**src/rtl/if_fetch_if.sv**
```systemverilog
// Fetch-stage bus: imem request/response, decode-side control and the IF/ID register.
// The master modport belongs to the fetch stage. The slave modport is the memory/decode side.
interface if_fetch_if #(
  parameter int ORDER_W = 64
);
  typedef struct packed {
    logic               valid_s;
    logic [31:0]        inst_s;
    logic [31:0]        pc_s;
    logic [31:0]        pc_next_s;
    logic [ORDER_W-1:0] order_s;
  } if_id_stage_reg_t;

  logic             move;
  logic             flush;
  logic [31:0]      flush_pc;
  logic [31:0]      imem_addr;
  logic [3:0]       imem_rmask;
  logic [31:0]      imem_rdata;
  logic             imem_resp;
  if_id_stage_reg_t if_id_reg;

  modport master (
    input  move, flush, flush_pc, imem_rdata, imem_resp,
    output imem_addr, imem_rmask, if_id_reg
  );

  modport slave (
    output move, flush, flush_pc, imem_rdata, imem_resp,
    input  imem_addr, imem_rmask, if_id_reg
  );
endinterface

```
**src/rtl/if_fetch.sv**
```systemverilog
// Instruction-fetch stage: one outstanding imem word request, a single-entry IF/ID buffer,
// decode back-pressure via move, EX redirect via flush, and a retire-order counter.
module if_fetch #(
   parameter logic [31:0] RESET_PC = 32'h1eceb000,
   parameter int          ORDER_W  = 64
) (
   input  logic      clk,
   input  logic      rst,
   if_fetch_if.master bus
);

   typedef enum logic [1:0] {
      FETCH,
      WAIT,
      DISCARD
   } state_t;

   state_t             state;
   logic [31:0]        pc;
   logic [ORDER_W-1:0] order;

   logic               buf_valid;
   logic [31:0]        buf_inst;
   logic [31:0]        buf_pc;
   logic [31:0]        buf_pc_next;
   logic [ORDER_W-1:0] buf_order;

   logic               can_issue;
   logic               issue;
   logic [31:0]        flush_target;

   assign can_issue    = !buf_valid || bus.move;
   // The request goes out combinationally in the issue cycle. A sync reset holds it off.
   assign issue        = !rst && (state == FETCH) && !bus.flush && can_issue;
   assign flush_target = bus.flush_pc & ~32'h3;

   assign bus.imem_addr  = pc;
   assign bus.imem_rmask = issue ? 4'hf : 4'h0;
   assign bus.if_id_reg  = {buf_valid, buf_inst, buf_pc, buf_pc_next, buf_order};

   // NOTE: all state below uses non-blocking assignments. Later assignments in the block
   // override earlier ones. That is how a refill in WAIT takes precedence over the hand-off.
   always_ff @(posedge clk) begin
      if (rst) begin
         state       <= FETCH;
         pc          <= RESET_PC;
         order       <= '0;
         buf_valid   <= 1'b0;
         buf_inst    <= '0;
         buf_pc      <= '0;
         buf_pc_next <= '0;
         buf_order   <= '0;
      end else begin
         if (bus.flush) begin
            buf_valid <= 1'b0;
         end else if (bus.move && buf_valid) begin
            buf_valid <= 1'b0;
            order     <= order + ORDER_W'(1);
         end

         unique case (state)
            FETCH: begin
               if (bus.flush) begin
                  pc <= flush_target;
               end else if (can_issue) begin
                  state <= WAIT;
               end
            end
            WAIT: begin
               if (bus.flush) begin
                  pc    <= flush_target;
                  state <= bus.imem_resp ? FETCH : DISCARD;
               end else if (bus.imem_resp) begin
                  buf_valid   <= 1'b1;
                  buf_inst    <= bus.imem_rdata;
                  buf_pc      <= pc;
                  buf_pc_next <= pc + 32'd4;
                  buf_order   <= order;
                  pc          <= pc + 32'd4;
                  state       <= FETCH;
               end
            end
            DISCARD: begin
               // The response here belongs to a squashed request, so it only releases the FSM.
               if (bus.flush) begin
                  pc <= flush_target;
               end
               if (bus.imem_resp) begin
                  state <= FETCH;
               end
            end
            default: state <= FETCH;
         endcase
      end
   end

endmodule

```
**src/flat_wrapper.sv**
```systemverilog
// flat-port wrapper written by rule: the top's interface ports become plain ports
module if_fetch_flat 
#(
   parameter logic [31:0] RESET_PC = 32'h1eceb000,
   parameter int          ORDER_W  = 64
)
  (clk, rst, bus_move, bus_flush, bus_flush_pc, bus_imem_rdata, bus_imem_resp, bus_imem_addr, bus_imem_rmask, bus_if_id_reg);
  if_fetch_if #(.ORDER_W(ORDER_W)) bus_i ();
  input  logic clk;
  input  logic rst;
  input wire logic [$bits(bus_i.move)-1:0] bus_move;
  input wire logic [$bits(bus_i.flush)-1:0] bus_flush;
  input wire logic [$bits(bus_i.flush_pc)-1:0] bus_flush_pc;
  input wire logic [$bits(bus_i.imem_rdata)-1:0] bus_imem_rdata;
  input wire logic [$bits(bus_i.imem_resp)-1:0] bus_imem_resp;
  output wire logic [$bits(bus_i.imem_addr)-1:0] bus_imem_addr;
  output wire logic [$bits(bus_i.imem_rmask)-1:0] bus_imem_rmask;
  output wire logic [$bits(bus_i.if_id_reg)-1:0] bus_if_id_reg;
  assign bus_i.move = bus_move;
  assign bus_i.flush = bus_flush;
  assign bus_i.flush_pc = bus_flush_pc;
  assign bus_i.imem_rdata = bus_imem_rdata;
  assign bus_i.imem_resp = bus_imem_resp;
  assign bus_imem_addr = bus_i.imem_addr;
  assign bus_imem_rmask = bus_i.imem_rmask;
  assign bus_if_id_reg = bus_i.if_id_reg;
  if_fetch #(.RESET_PC(RESET_PC), .ORDER_W(ORDER_W)) u_core (.clk(clk), .rst(rst), .bus(bus_i));
endmodule
```
**config.mk**
```make
export PLATFORM = sky130hd
export DESIGN_NAME = if_fetch_flat
export DESIGN_NICKNAME = d
export VERILOG_FILES = /design/src/rtl/if_fetch_if.sv /design/src/rtl/if_fetch.sv /design/src/flat_wrapper.sv
export SDC_FILE = /design/constraint.sdc
export NUM_CORES = 1
export LEC_CHECK = 0
export CELL_PAD_IN_SITES_DETAIL_PLACEMENT = 0
export CELL_PAD_IN_SITES_GLOBAL_PLACEMENT = 1
export CORE_ASPECT_RATIO = 0.5
export CORE_MARGIN = 5
export CORE_UTILIZATION = 36
export DETAILED_ROUTE_END_ITERATION = 7
export GPL_TIMING_DRIVEN = 0
export PLACE_DENSITY_LB_ADDON = 0.12
export SYNTH_ARGS = -nofsm -noshare
export SYNTH_HDL_FRONTEND = slang
export SYNTH_SLANG_ARGS = --single-unit
```
**constraint.sdc**
```tcl
create_clock -name clk -period 2.8 [get_ports clk]
set_clock_uncertainty 0.2 [all_clocks]
set_input_delay 0.56 -clock clk [delete_from_list [all_inputs] [get_ports clk]]
set_output_delay 0.56 -clock clk [all_outputs]
set_load 0.1 [all_outputs]
```
==> results.py <==
metrics = {
    "run_status": {
        "status": "complete, no violations",
    },
    "placed_design": {
        "io_buffers": 256,
        "place.gp.congestion": 0.854,
        "dpl.hpwl_um": 27800,
        "post_dp_cell_area_um2": 13900,
        "dp_cells": 2007,
    },
    "clocking": {
        "numCtsBuffers": 25,
        "clk_latency_ns": 0.54,
        "clkSinkCount": 253,
        "tritoncts": "built",
        "clk_pin_slew_worst_paths_ns": 0.06,
        "cts_root_buffer": "clkbuf_16",
        "htree_num_levels": 1,
        "clk_path_buf_depth": 3,
        "cts_hold_buf": 0,
    },
    "route": {
        "vias": 10668,
        "viasPerCell": 5.18,
        "drc_errors": 0,
        "initialDrtViolationCount": 840,
        "routed_wl_um": 37700,
        "drt_pass1_iterations": 5,
        "wl_per_cell_um": 18.3,
        "antenna_left": 0,
    },
    "power": {
        "power_frac_seq_pct": 44.8,
        "switchingPower_uw": 2430,
        "pwr-share-clk_pct": 41.2,
        "internal_power_uw": 5930,
        "switching_share_pct": 29.0,
        "p_per_area_nw_per_um2": 560,
        "leakage_uw": 0.00647,
        "comb_power_share_pct": 14.0,
        "vdd_ir_drop_max_mv": 0.431,
    },
    "yosys": {
        "yosysUniqueCellTypes": 62,
        "yosysSeqAreaShare_pct": 47.0,
        "synth_async_sr_flop_share_pct": 0,
        "synth-edff-count": 0,
        "syn_avg_cell_area_um2": 7.96,
        "yosysWarnings": 0,
        "synth_cells": 1355,
        "syn_area_um2": 10800,
        "ys_seq_elements": 253,
        "synth_ff_type": "dfxtp_1",
    },
    "floorplan": {
        "ios": 266,
        "die-area_um2": 33700,
        "rows": 44,
        "die_y_um": 132,
        "die_w_um": 255,
        "core_area_um2": 29200,
        "start_util_pct": 36.9,
    },
    "layout": {
        "regArea_um2": 5090,
        "layout.cells.non_filler": 2059,
        "final_util_pct": 51.0,
        "drive_above_1_share_pct": 8.88,
        "fin_area_um2": 14900,
        "nNetsFinal": 1719,
        "fillers": 2913,
        "syn_to_final_growth_pct": 38.3,
        "multi_input_area_um2": 5290,
        "mostFrequentLayoutCells": "310 x nand2_1, 236 x dfxtp_1, 183 x a21oi_1",
        "final_common_cell": "nand2_1",
    },
    "timing": {
        "fin_crit_ns": 2.77,
        "fmax_mhz": 361,
        "worst_slew_pin_slew_ns": 1.05,
        "hold_viol": 0,
        "timing.final.crit_share_pct": 98.9,
        "setup_viol": 0,
        "slew_viol_final": 0,
        "slew_headroom_pct": 29.9,
        "rsz0062_at_grt": "no",
    },
    "global_route": {
        "grt_pass1_vias": 10311,
        "gr-usage-met1_pct": 30.0,
        "grtUsageMet2_pct": 34.8,
        "grt_max_degree": 15,
        "grt_util_met3_pct": 3.31,
        "overflow": 0,
        "busiest_layer": "met2",
        "grt_pass1_wl_um": 58400,
        "antenna_found_initial": 2,
        "grt.total_usage_pct": 21.4,
    },
    "worst_setup_path": {
        "required_ns": 2.04,
        "criticalPathCategory": "register to output pin",
        "crit_buf_inv": 1,
        "crit_fanout": 2,
        "end_kind": "output pin",
        "path_cells": "clkdlybuf4s50_1",
        "start_kind": "register",
        "worstPathArrival_ns": 2.01,
        "slowest_delay_ns": 1.14,
        "crit_slowest_cell": "clkdlybuf4s50_1",
        "crit_family": "buffers and inverters",
    },
    "job": {
        "maxCapViolations": 0,
    },
    "hold_path": {
        "min_path_type": "register to register",
    },
}
-- logic make-up (layout without fill, tap and decap cells) --
group	after synthesis	after routing	synth area share [%]
simple gates	614	614	26.6
compound gates	295	295	15.6
flops	253	253	47.0
buf+inv	123	430	4.98
xor+xnor	63	63	5.12
mux	4	4	0.395
fa+ha+maj	2	2	0.232
other cells	1	7	0.0348
-- sequential cells by signal, indices dropped and copies added, names as in the netlist --
register	flops
u_core.buf_order	64
u_core.order	64
u_core.buf_inst	32
u_core.buf_pc	30
u_core.buf_pc_next	30
u_core.bus.imem_addr	30
u_core.state	2
u_core.buf_valid	1
-- tightest hold or removal path: stages (launching register included) --
cell and delay, ns:
dfxtp_1 0.30, nand2_1 0.05, a21oi_1 0.05
-- per-stage QoR --
step	setup slack, ns	power, µW	hold WS, ns	setup TNS, ns
after floorplan	0.0913	4630	0.241	0
after global placement	-1.32	5010	0.243	-198.46
final	0.0307	8360	0.250	0
after global routing	0.00102	8650	0.273	0
after CTS	0.000307	8440	0.255	0
after detailed placement	-1.37	5020	0.245	-207.80
-- synth_stat cells (4+ instances only) --
cell type  number  area, µm²
or3_1          20        125
dfxtp_1       253       5060
and3_1         10       62.6
or2_2           7       43.8
nor4_1         19        119
buf_4          11       82.6
a32oi_1         6       52.6
and2_1          8       50.1
a31oi_1         4       25.0
nand3_1        41        205
inv_1          13       48.8
buf_1           7       26.3
nor2_1         93        349
xor2_1         28        245
and4_1          8       70.1
a21oi_1       184        921
clkbuf_1       75        282
buf_2          15       75.1
nor3_1         25        125
nand2b_1        6       37.5
o31ai_1        15        113
a31o_2          6       52.6
nand2_1       310       1160
or4_1          14        105
a211oi_1       14        105
o21ai_0        39        195
nand4_1        33        206
xnor2_1        35        307
-- routing by layer --
metal	up-vias	wire length [µm]
li1	5266	-
met1	5047	17200
met2	298	17600
met3	57	2080
met4	0	821
met5	-	0
-- area by class of cell --
type                            instances  area share, %
Antenna cell                            1         0.0168
Tap cell                              391           3.28
Clock inverter                          9          0.680
Buffer                                108           3.43
Sequential cell                       253           34.1
Multi-Input combinational cell        984           35.4
Inverter                               13          0.327
Clock buffer                           37           4.83
Timing Repair Buffer                  263           17.9
-- power groups by stage --
stage                     sequential (µW)  combinational, µW  clock, µW
after floorplan                      4280                353          0
after detailed placement             3830               1190          0
after global routing                 3750               1230       3670
final                                3740               1170       3440
after CTS                            3740               1170       3520
after global placement               3820               1180          0
-- worst paths after layout --
check	from	endpoint	slack [ns]	depth (start not counted)
setup / recovery	u_core.buf_inst[10]$_SDFFE_PP0P_	bus_if_id_reg[138]	0.03	1
hold / removal	u_core.buf_order[9]$_SDFFE_PP0P_	u_core.buf_order[9]$_SDFFE_PP0P_	0.25	2
setup reg to reg	u_core.bus.imem_addr[15]$_SDFFE_PP1P_	u_core.bus.imem_addr[27]$_SDFFE_PP1P_	0.16	6
hold reg to reg	u_core.buf_order[9]$_SDFFE_PP0P_	u_core.buf_order[9]$_SDFFE_PP0P_	0.25	2
-- timing repair --
| action | in CTS | in global routing |
|---|---|---|
| hold endpoints to repair | 0 | 0 |
| resized for setup | 142 | 93 |
| pin swaps | 1 | 2 |
| setup endpoints to repair | 282 | 194 |
| buffers inserted | 2 | 5 |
Power figures use the tool's default switching activity.
